### src/rtl/tdm_demux8_1.sv
// tdm_demux8_1: TDM serial stream to parallel frame demultiplexer with frame-marker lock tracking.
// Optional saturating error counter output o_err_cnt when TDM_DEMUX_ERRCNT_EN is defined.
module tdm_demux8_1 #(
    parameter int N_CH       = 8,
    parameter int SEL_W      = $clog2(N_CH),
    parameter int MISS_LIMIT = 2
) (
    input  logic             i_clk,
    input  logic             i_rst,
    input  logic             i_din,
    input  logic             i_valid,
    input  logic             i_frame,
    output logic [N_CH-1:0]  o_dout,
    output logic             o_dout_valid,
    output logic [SEL_W-1:0] o_sel,
    output logic             o_locked,
`ifdef TDM_DEMUX_ERRCNT_EN
    output logic [7:0]       o_err_cnt,
`endif
    output logic             o_sync_err
);
    typedef enum logic {HUNT, LOCKED} state_t;
    state_t            r_state, w_state_n;
    logic [SEL_W-1:0]  r_slot, w_slot_n;
    logic [N_CH-1:0]   r_shadow, w_shadow_n, w_merged, r_dout, w_dout_n;
    logic [3:0]        r_miss, w_miss_n;
    logic              r_dv, w_dv_n, r_serr, w_serr_n, w_unlock, w_restart;

    always_comb begin
        w_state_n          = r_state;
        w_slot_n           = r_slot;
        w_shadow_n         = r_shadow;
        w_miss_n           = r_miss;
        w_dout_n           = r_dout;
        w_dv_n             = 1'b0;
        w_serr_n           = 1'b0;
        w_unlock           = 1'b0;
        w_restart          = 1'b0;
        w_merged           = r_shadow;
        w_merged[r_slot]   = i_din;
        if (i_valid) begin
            if (r_state == HUNT) begin
                w_restart = i_frame;
            end else if (r_slot == '0) begin
                if (i_frame) begin
                    w_restart = 1'b1;
                end else if (r_miss + 4'd1 >= 4'(MISS_LIMIT)) begin
                    w_state_n = HUNT;
                    w_slot_n  = '0;
                    w_miss_n  = '0;
                    w_unlock  = 1'b1;
                end else begin
                    w_miss_n   = r_miss + 4'd1;
                    w_shadow_n = w_merged;
                    w_slot_n   = SEL_W'(1);
                end
            end else if (i_frame) begin
                w_serr_n  = 1'b1;
                w_restart = 1'b1;
            end else begin
                w_shadow_n = w_merged;
                w_slot_n   = r_slot + 1'b1;
                w_dv_n     = (r_slot == SEL_W'(N_CH - 1));
                w_dout_n   = w_dv_n ? w_merged : r_dout;
            end
        end
        // A frame marker (in HUNT, at slot 0, or misplaced) starts a fresh frame with this bit as channel 0
        if (w_restart) begin
            w_state_n  = LOCKED;
            w_shadow_n = {r_shadow[N_CH-1:1], i_din};
            w_slot_n   = SEL_W'(1);
            w_miss_n   = '0;
        end
    end

    always_ff @(posedge i_clk) begin
        if (i_rst) begin
            r_state  <= HUNT;
            r_slot   <= '0;
            r_shadow <= '0;
            r_miss   <= '0;
            r_dout   <= '0;
            r_dv     <= 1'b0;
            r_serr   <= 1'b0;
        end else begin
            r_state  <= w_state_n;
            r_slot   <= w_slot_n;
            r_shadow <= w_shadow_n;
            r_miss   <= w_miss_n;
            r_dout   <= w_dout_n;
            r_dv     <= w_dv_n;
            r_serr   <= w_serr_n;
        end
    end

`ifdef TDM_DEMUX_ERRCNT_EN
    logic [7:0] r_err_cnt;
    always_ff @(posedge i_clk) begin
        if (i_rst)
            r_err_cnt <= '0;
        else if ((w_serr_n | w_unlock) && r_err_cnt != 8'hFF)
            r_err_cnt <= r_err_cnt + 8'd1;
    end
    assign o_err_cnt = r_err_cnt;
`endif

    assign o_dout       = r_dout;
    assign o_dout_valid = r_dv;
    assign o_sel        = r_slot;
    assign o_locked     = (r_state == LOCKED);
    assign o_sync_err   = r_serr;
endmodule

### config.mk
export PLATFORM = sky130hd
export DESIGN_NAME = tdm_demux8_1
export DESIGN_NICKNAME = d
export VERILOG_FILES = /design/src/rtl/tdm_demux8_1.sv
export SDC_FILE = /design/constraint.sdc
export NUM_CORES = 1
export LEC_CHECK = 0
export BUFFER_PORTS_ARGS = -buffer_cell sky130_fd_sc_hd__clkbuf_2
export CORE_ASPECT_RATIO = 0.5
export CORE_MARGIN = 4
export CORE_UTILIZATION = 35
export DETAILED_ROUTE_END_ITERATION = 10
export SLEW_MARGIN = 20
export SYNTH_ARGS = -nofsm -noshare
export SYNTH_HDL_FRONTEND = slang
export SYNTH_SLANG_ARGS = --single-unit
### constraint.sdc
create_clock -name i_clk -period 1.9 [get_ports i_clk]
set_input_delay 0.475 -clock i_clk [delete_from_list [all_inputs] [get_ports i_clk]]
set_output_delay 0.475 -clock i_clk [all_outputs]
set_load 0.05 [all_outputs]
==> results.cfg <==
[synth]
synth_nets = 151
synth_cell_type_count = 39
ys_seq_area_frac = 0.372
synth_warnings = 0
syn_avg_cell_area_um2 = 9.91
ys_ff_latch = 26
postSynthCellCount = 141
synth_area_mm2 = 0.00140

[power_and_ir_drop]
p_int_mw = 0.817
p_leak_nw = 0.690
pwr-share-comb = 0.102
vdd_drop_max_uv = 249
power_frac_seq = 0.514
sw_frac_of_total = 0.242
p_sw_mw = 0.262
pwr_density_cell_mw_per_mm2 = 674
power.share.clock = 0.384

[floorplanning]
die_y_um = 52.7
die_width_um = 97.4
std_cell_rows = 15
io_pins = 19
initial_core_util = 0.386
coreArea_mm2 = 0.00362
fp.dieArea_mm2 = 0.00513

[placed_design]
place_area_mm2 = 0.00153
place_worst_setup_slack_ps = 56.2
dp_hpwl_mm = 2.05
place.gp.congestion = 0.694
port_buffers = 18

[sta]
setup_ws_ps = 132
worst_slew_pin_slew_ps = 495
timing.final.crit_share = 0.931
setup_viol = 0
finalHoldViolCount = 0
rsz0062_at_grt = no
drv_slew = 0
max_clock_freq_ghz = 0.566
holdWs_ps = 456
max-slew-margin-rel = 0.670
fin_worst_skew_ps = 4.11
setup_tns_ps = 0
fin_crit_ps = 1770

[global_routing]
grt_first_pass_wirelength_mm = 4.86
antenna_found_initial = 0
track_usage = 0.121
grt_pass1_vias = 989
grt-ovfl-total = 0
grt_max_degree = 24

[clock_network]
post_cts_buffers = 0
cts_num_sinks = 26
hold_buffers = 0
root_buffer = clkbuf_8
clk_latency_ps = 280
clockBufferDepth = 2
cts_tree = yes
clkTransAtPathRegs_ps = 90
cts-buffers-inserted = 3
htreeDepth = 1

[worst_setup_path]
arrival_ps = 1940
critical_path.cell_chain = inv_1 > ha_1 > nand2b_1 > a211oi_4 > o21ai_4 > mux2_4
start_kind = flop
crit_fanout = 7
critPathSlowestCell = dfxtp_1
worstPathRequired_ps = 2070
path_class = reg2reg
cp-end-kind = flop
critPathMaxStageDelay_ps = 410

[layout]
fin_util = 0.442
area_delta_synth_final_pct = 14.6
n_antenna_cell = 0
ff_latch_area_um2 = 528
fin_nets = 168
num-fill-cells = 349
drive_gt1_frac = 0.318
multi_input_comb_area_um2 = 792
final_design_area_no_fill_mm2 = 0.00160

[detailed_routing]
wirelength_mm = 2.80
dr.pass1.iters = 4
vias = 1003
vias_per_cell = 4.82
wl_per_cell_um = 13.5
drtIter0Drc = 60
drc_errors = 0
antenna_left = 0

[flow_run]
max_cap_violations = 0

[min_path]
hold_path.class = in2reg

[run_status]
status = complete, no violations
metrics by stage:
stage	std cells	power, mW
after detailed placement	204	0.677
after global routing	208	1.13
after global placement	204	0.674
after CTS	208	1.09
after floorplan	141	0.653
final	208	1.08
metal layers:
| metal | part of all wire | routed length (um) | track usage |
|---|---|---|---|
| met5 | 0 | 0 | 0 |
| met4 | 0.015 | 41 | 0.0552 |
| met3 | 0.026 | 74 | 0.0345 |
| met2 | 0.42 | 1170 | 0.183 |
| met1 | 0.54 | 1510 | 0.160 |
cell usage in the layout (no fill, tap or decap), drive strengths merged, types with 3 or more instances in the layout:
cell    instances
buf             5
mux2i          11
inv             3
nand2b          5
nand2           7
nand3b          4
mux2            5
a211oi          9
nor2           19
nor3            5
nor2b           7
ha              5
and3            4
clkbuf         22
dfxtp          26
logic make-up (layout without fill, tap and decap cells):
group                    after synthesis  in the layout  share of synthesized area
flip-flops                            26             26                      0.372
adder cells (fa/ha/maj)                5              5                     0.0448
XOR/XNOR                               1              1                    0.00627
buffers and inverters                 14             30                     0.0636
AO/OA/AOI/OAI                         21             21                      0.161
AND/OR/NAND/NOR                       58             58                      0.219
multiplexers                          16             16                      0.132
final cells by class:
type | count | share of cell area
timing repair buffer | 23 | 0.0875
multi-input combinational | 101 | 0.495
clock buffer | 4 | 0.0414
inverter | 3 | 0.00703
tap | 51 | 0.0398
sequential | 26 | 0.330
registers in the layout (all words and copies together), names as in the netlist:
| name | count |
|---|---|
| o_dout | 8 |
| r_shadow | 8 |
| r_miss | 4 |
| o_sel | 3 |
| o_dout_valid | 1 |
| o_locked | 1 |
| o_sync_err | 1 |
repair_timing:
item | 4_1_cts | 5_1_grt
hold endpoints to repair | 0 | 0
gates resized for setup | 0 | 1
endpoints found under the setup margin | 0 | 13
worst max-delay path, delay by kind of cell (launching register included):
family                   cells  cell delay [ps]
adder cells (fa/ha/maj)      1              270
buffers and inverters        1               70
flip-flops                   1              410
AND/OR/NAND/NOR              1               80
multiplexers                 1              310
AO/OA/AOI/OAI                2              510
final timing paths:
path | endpoint | startpoint | slack [ps] | cells after the start
setup / recovery | r_shadow[7] | r_miss[1] | 130 | 6
setup reg to reg | r_shadow[7] | r_miss[1] | 130 | 6
hold / removal | o_locked | i_valid | 460 | 2
hold reg to reg | r_shadow[1] | r_shadow[1] | 480 | 2
synthesized netlist by cell type:
cell	n	share of area
nor2_2	1	0.0045
inv_1	3	0.0081
and3b_1	1	0.0063
a21oi_1	1	0.0036
o211ai_1	2	0.011
a31oi_1	1	0.0045
nand3b_1	4	0.021
buf_8	1	0.011
a211oi_2	8	0.072
and3_2	1	0.0054
nand3_1	1	0.0036
nand2b_1	5	0.022
buf_2	5	0.018
or2b_1	1	0.0054
nor3_1	5	0.018
nor2b_1	7	0.031
and3_1	3	0.013
mux2_4	5	0.054
nand4_1	1	0.0045
a31o_1	1	0.0063
a21boi_0	1	0.0054
a211oi_4	1	0.014
ha_1	5	0.045
o221a_2	2	0.016
nor2_1	18	0.048
dfxtp_1	26	0.37
a311oi_1	1	0.0063
nor4b_1	1	0.0063
xor2_1	1	0.0063
buf_4	1	0.0054
nand2_1	7	0.019
clkbuf_1	2	0.0054
nor3b_1	1	0.0054
o31a_2	1	0.0072
o21ai_4	1	0.012
mux2i_1	11	0.079
buf_6	2	0.016
and2_1	1	0.0045
o21ai_0	1	0.0036
power groups by stage:
stage | clock network [mW] | registers, mW | logic (mW)
floorplan | 0 | 0.581 | 0.0726
global placement | 0 | 0.568 | 0.106
detailed placement | 0 | 0.568 | 0.109
CTS | 0.425 | 0.555 | 0.109
global route | 0.455 | 0.556 | 0.121
finish | 0.414 | 0.555 | 0.110
No activity file was read; power rests on OpenSTA's default activity.
